===== src/rtl/id_ex_hazard_pkg.sv =====
// Shared encodings for the ID/EX hazard stage: FSM states, ALUOp values, control bundle.
package id_ex_hazard_pkg;

  typedef enum logic [1:0] {
    ST_RUN    = 2'd0,
    ST_BUBBLE = 2'd1,
    ST_FROZEN = 2'd2
  } state_e;

  // Same ALUOp encoding that control_unit drives
  localparam logic [1:0] ALU_ADD    = 2'b00;
  localparam logic [1:0] ALU_SUB    = 2'b01;
  localparam logic [1:0] ALU_R_TYPE = 2'b10;

  typedef struct packed {
    logic       reg_dst;
    logic       branch;
    logic       mem_read;
    logic       mem_2_reg;
    logic       mem_write;
    logic       alu_src;
    logic       reg_write;
    logic       jump;
    logic [1:0] alu_op;
  } ctrl_t;

endpackage


===== src/rtl/id_ex_hazard_stage_sat_counter.sv =====
// Saturating up-counter: sticks at all-ones instead of wrapping.
module sat_counter #(
  parameter int W = 16
) (
  input  logic         clk,
  input  logic         arst,
  input  logic         inc,
  output logic [W-1:0] cnt
);

  always_ff @(posedge clk or posedge arst) begin
    if (arst)                  cnt <= '0;
    else if (inc && cnt != '1) cnt <= cnt + 1'b1;
  end

endmodule


===== src/rtl/id_ex_hazard_stage.sv =====
// ID->EX pipeline register with load-use hazard detection, EX flush, memory freeze
// and saturating stall/bubble counters.
module id_ex_hazard_stage
  import id_ex_hazard_pkg::*;
#(
  parameter int CNT_W = 16,
  parameter int REG_W = 5
) (
  input  logic             clk,
  input  logic             arst,
  input  logic             mem_stall,
  input  logic             ex_flush,
  input  logic             id_valid,
  input  logic [REG_W-1:0] id_rs1,
  input  logic [REG_W-1:0] id_rs2,
  input  logic [REG_W-1:0] id_rd,
  input  logic [1:0]       id_alu_op,
  input  logic             id_reg_dst,
  input  logic             id_branch,
  input  logic             id_mem_read,
  input  logic             id_mem_2_reg,
  input  logic             id_mem_write,
  input  logic             id_alu_src,
  input  logic             id_reg_write,
  input  logic             id_jump,
  output logic [1:0]       ex_alu_op,
  output logic             ex_reg_dst,
  output logic             ex_branch,
  output logic             ex_mem_read,
  output logic             ex_mem_2_reg,
  output logic             ex_mem_write,
  output logic             ex_alu_src,
  output logic             ex_reg_write,
  output logic             ex_jump,
  output logic [REG_W-1:0] ex_rs1,
  output logic [REG_W-1:0] ex_rs2,
  output logic [REG_W-1:0] ex_rd,
  output logic             ex_valid,
  output logic             pc_write,
  output logic             if_id_write,
  output logic [CNT_W-1:0] stall_cnt,
  output logic [CNT_W-1:0] bubble_cnt,
  output logic [1:0]       state
);

  ctrl_t      id_ctrl, ex_ctrl;
  state_e     state_q, state_d;
  logic       uses_rs2, hazard, hold, bubble, hz_bubble;

  assign id_ctrl = '{reg_dst: id_reg_dst, branch: id_branch, mem_read: id_mem_read,
                     mem_2_reg: id_mem_2_reg, mem_write: id_mem_write, alu_src: id_alu_src,
                     reg_write: id_reg_write, jump: id_jump, alu_op: id_alu_op};

  assign uses_rs2 = ~id_alu_src | id_mem_write;
  assign hazard   = id_valid & ex_valid & ex_ctrl.mem_read & ex_ctrl.reg_write & (ex_rd != '0)
                  & ((ex_rd == id_rs1) | (uses_rs2 & (ex_rd == id_rs2)));

  // Priority: mem_stall > ex_flush > hazard > normal
  always_comb begin
    state_d   = ST_RUN;
    pc_write  = 1'b1;
    hold      = 1'b0;
    bubble    = 1'b0;
    hz_bubble = 1'b0;
    if (mem_stall) begin
      hold     = 1'b1;
      pc_write = 1'b0;
      state_d  = ST_FROZEN;
    end else if (ex_flush) begin
      bubble   = 1'b1;
    end else if (hazard) begin
      bubble    = 1'b1;
      hz_bubble = 1'b1;
      pc_write  = 1'b0;
      state_d   = ST_BUBBLE;
    end
  end

  assign if_id_write = pc_write;

  always_ff @(posedge clk or posedge arst) begin
    if (arst) state_q <= ST_RUN;
    else      state_q <= state_d;
  end

  assign state = state_q;

  // Bubbles also zero the indices so the next cycle cannot re-trigger the hazard
  always_ff @(posedge clk or posedge arst) begin
    if (arst) begin
      ex_ctrl  <= '0;
      ex_rs1   <= '0;
      ex_rs2   <= '0;
      ex_rd    <= '0;
      ex_valid <= 1'b0;
    end else if (!hold) begin
      if (bubble) begin
        ex_ctrl  <= '0;
        ex_rs1   <= '0;
        ex_rs2   <= '0;
        ex_rd    <= '0;
        ex_valid <= 1'b0;
      end else begin
        ex_ctrl  <= id_valid ? id_ctrl : '0;
        ex_rs1   <= id_rs1;
        ex_rs2   <= id_rs2;
        ex_rd    <= id_rd;
        ex_valid <= id_valid;
      end
    end
  end

  assign ex_alu_op    = ex_ctrl.alu_op;
  assign ex_reg_dst   = ex_ctrl.reg_dst;
  assign ex_branch    = ex_ctrl.branch;
  assign ex_mem_read  = ex_ctrl.mem_read;
  assign ex_mem_2_reg = ex_ctrl.mem_2_reg;
  assign ex_mem_write = ex_ctrl.mem_write;
  assign ex_alu_src   = ex_ctrl.alu_src;
  assign ex_reg_write = ex_ctrl.reg_write;
  assign ex_jump      = ex_ctrl.jump;

  sat_counter #(.W(CNT_W)) u_stall_cnt (
    .clk(clk), .arst(arst), .inc(~pc_write), .cnt(stall_cnt)
  );

  sat_counter #(.W(CNT_W)) u_bubble_cnt (
    .clk(clk), .arst(arst), .inc(hz_bubble), .cnt(bubble_cnt)
  );

endmodule


===== config.mk =====
export PLATFORM = sky130hd
export DESIGN_NAME = id_ex_hazard_stage
export DESIGN_NICKNAME = d
export VERILOG_FILES = /design/src/rtl/id_ex_hazard_pkg.sv /design/src/rtl/id_ex_hazard_stage_sat_counter.sv /design/src/rtl/id_ex_hazard_stage.sv
export SDC_FILE = /design/constraint.sdc
export NUM_CORES = 1
export LEC_CHECK = 0
export BUFFER_PORTS_ARGS = -buffer_cell sky130_fd_sc_hd__buf_2
export CORE_UTILIZATION = 50
export CTS_CLUSTER_SIZE = 40
export DETAILED_ROUTE_END_ITERATION = 6
export GPL_TIMING_DRIVEN = 1
export HOLD_SLACK_MARGIN = 0.03
export PLACE_DENSITY = 0.79
export SLEW_MARGIN = 30
export SYNTH_ARGS = -nofsm -noshare
export SYNTH_HDL_FRONTEND = slang
export SYNTH_SLANG_ARGS = --single-unit

===== constraint.sdc =====
create_clock -name clk -period 4.1 [get_ports clk]
set_input_delay 0.205 -clock clk [delete_from_list [all_inputs] [get_ports clk]]
set_output_delay 0.205 -clock clk [all_outputs]
set_load 0.02 [all_outputs]

==> results.yml <==
worst_setup_path:
  crit_arrival_ns: 2.03
  worstPathCellList: "nor3_1, a21oi_4, a31oi_4, buf_2"
  worst-path-max-fanout: 17
  critical_path_required_ns: 3.89
  slowest_stage: "sky130_fd_sc_hd__a31oi_4"
  rr_endpoint: "u_bubble_cnt.cnt[1]"
  category_of_the_most_critical_setup_path: "flop to output port"
  reg2regPathDepth: 5
  setup.worst_path.end_class: "output port"
  reg2reg_from: "u_bubble_cnt.cnt[4]"
  crit_path_max_incr_delay_ns: 0.50
  setup_slack_of_the_worst_register_to_register_path_ns: 1.97
  crit_path_start_kind: "flop"
placement:
  place_congestion: 0.841
  place.port_buffers: 91
  placed_cell_area_um2: 3280
  hpwl_mm: 4.12
  dp_cells: 390
synth:
  synth.top_cell.area_share: 0.542
  asyncSetResetFlopFracSynth: 1.00
  synth.net_count: 268
  syn_inst: 236
  ys_types: 35
  syn_area_per_cell_um2: 11.7
  post_synth_main_area_contributors: "sky130_fd_sc_hd__dfrtp_1 (54%), sky130_fd_sc_hd__xor2_1 (8.2%), sky130_fd_sc_hd__a22o_1 (5.7%), sky130_fd_sc_hd__xnor2_1 (4.1%), sky130_fd_sc_hd__nor2_1 (2.7%)"
  ys_seq_area_frac: 0.542
  synthMostInstantiatedCell: "sky130_fd_sc_hd__dfrtp_1"
  synth_top_cell_by_area: "sky130_fd_sc_hd__dfrtp_1"
  synth.ff_latch_count: 60
  edff_count_synth: 0
  synth_warnings: 0
  postSynth.topFlopCell: "sky130_fd_sc_hd__dfrtp_1"
  cell_types_with_the_highest_counts_after_synthesis: "sky130_fd_sc_hd__dfrtp_1 (60), sky130_fd_sc_hd__xor2_1 (26), sky130_fd_sc_hd__nor2_1 (20)"
  syn-cell-area_um2: 2770
sta:
  achievable-frequency_ghz: 0.448
  final_period_minus_worst_setup_slack_ns: 2.23
  timing.slew.headroom: 0.511
  worst_clock_skew_ns: 0.00897
  rsz0062_at_grt: "false"
  worst-slew-pin-transition_ns: 0.734
  post-route-period-util: 0.544
  slew_violations: 0
  setup-tns-final_ns: 0
  timing_hold_violations_final: 0
  setup_viol: 0
cts:
  clkSlewWorstSetupHoldPaths_ns: 0.07
  clock-root-buffer: "sky130_fd_sc_hd__clkbuf_8"
  numCtsBuffers: 9
  postCtsSetupBuffers: 0
  cts.htree.levels: 3
  postCtsResizedCells: 0
  max-clock-path-buffers: 2
  clock_sink_count: 60
  clock_tree_from_tritoncts: "built"
  clk-insertion-delay-late_ns: 0.33
  post_cts_hold_buffer_count: 0
route:
  drt-wirelength-per-cell_um: 14.5
  sum_of_routed_wire_length_over_all_layers_mm: 5.87
  post_drt_via_cell_ratio: 5.32
  detailedRoute.firstIterationViolations: 109
  vias: 2155
  drt_pass1_iterations: 4
  postRouteAntennaNets: 0
  drc_errors: 0
grt:
  grt_max_degree: 61
  antenna_found_initial: 0
  grt_usage: 0.226
  grt.overflow.total: 0
  grt_pass1_vias: 2124
  grt_first_pass_wirelength_mm: 10.3
finish:
  numnets_final: 363
  top_regs: "u_bubble_cnt.cnt (16), u_stall_cnt.cnt (16)"
  number_of_diodes_added_for_antenna_fixing: 0
  share_of_post_route_cells_with_drive_strength_above_1: 0.349
  syn2layout_area_growth_pct: 23.6
  final-instance-count-excl-fill: 405
  stdcell_area_um2: 3430
power:
  report.power.total_mw: 1.50
  power.density_nw_per_um2: 439
  worst_ir_drop_vdd_mv: 0.218
  cellLeakagePower_nw: 1.79
die:
  floorplan.die_area_um2: 5850
  io-pin-count: 92
  core.rowCount: 26
  die-width_um: 76.5
  die-height_um: 76.5
  initial_utilization: 0.529
  design.core.area_um2: 5240
outcome:
  outcome: "completed"
flow_run:
  cap_viol_max_count: 0
min_path:
  type_of_the_worst_min_delay_path: "primary input to asynchronous set/reset pin"
[per-layer routing]
metal	global-route usage	part of all wire
met2	0.364	0.49
met3	0.0371	0.038
met4	0.112	0.021
met5	0	0
met1	0.295	0.45
[cell usage in the layout, fill, tap and decap left out, types with 3 or more instances in the layout]
cell                       count
sky130_fd_sc_hd__nand4_1      11
sky130_fd_sc_hd__nor2_1       20
sky130_fd_sc_hd__nand2_1       9
sky130_fd_sc_hd__mux2_2        3
sky130_fd_sc_hd__mux2i_1       7
sky130_fd_sc_hd__a22o_1       18
sky130_fd_sc_hd__clkbuf_1      3
sky130_fd_sc_hd__clkinv_2      3
sky130_fd_sc_hd__clkbuf_8      9
sky130_fd_sc_hd__xnor2_1      13
sky130_fd_sc_hd__xor2_1       26
sky130_fd_sc_hd__buf_2        91
sky130_fd_sc_hd__nor4_1        4
sky130_fd_sc_hd__nand3_1      12
sky130_fd_sc_hd__dfrtp_1      60
sky130_fd_sc_hd__nor3_1       15
sky130_fd_sc_hd__inv_1         4
[area by class of cell]
cell class                 count  area (um^2)
sequential                    60         1500
multi-input combinational    162         1200
inverter                       5         18.8
tap                           70         87.6
timing repair buffer          93          470
clock inverter                 3         15.0
clock buffer                  12          135
fill                         435         1810
[power by group]
group | internal [mW] | switching (mW) | total (mW) | leakage [nW]
sequential | 0.658 | 0.0813 | 0.740 | 0.776
clock | 0.213 | 0.212 | 0.425 | 0.0800
combinational | 0.129 | 0.208 | 0.337 | 0.935
[cell families after synthesis]
group / count (synthesis) / synth area share
simple gates: 86 / 0.174
flops: 60 / 0.542
xor+xnor: 39 / 0.123
compound gates: 25 / 0.0880
buf+inv: 14 / 0.0266
mux: 10 / 0.0375
fa+ha+maj: 2 / 0.00902
[worst max path at each step]
stage | startpoint | to | slack (ns)
global route | ex_rd[4] | pc_write | 1.72
detailed placement | u_bubble_cnt.cnt[4] | u_bubble_cnt.cnt[1] | 2.00
global placement | u_bubble_cnt.cnt[4] | u_bubble_cnt.cnt[1] | 2.00
finish | ex_rd[4] | pc_write | 1.87
CTS | ex_rd[4] | pc_write | 1.86
floorplan | ex_rd[2] | u_stall_cnt.cnt[6] | 2.22
[metrics by stage]
stage	utilization	hold WS, ns	setup slack, ns
floorplan	-	0.236	2.22
global placement	0.625	0.416	2.00
detailed placement	0.625	0.426	2.00
CTS	0.654	0.0789	1.86
global route	0.654	0.0938	1.72
finish	0.654	0.0761	1.87
[worst max-delay path, delay by kind of cell (launching register included)]
| family | cells | cell delay [ns] |
|---|---|---|
| buffers and inverters | 1 | 0.27 |
| DFF | 1 | 0.44 |
| and+or+nand+nor | 1 | 0.34 |
| AOI/OAI and AO/OA | 2 | 0.64 |
No activity file was read; power rests on OpenSTA's default activity.
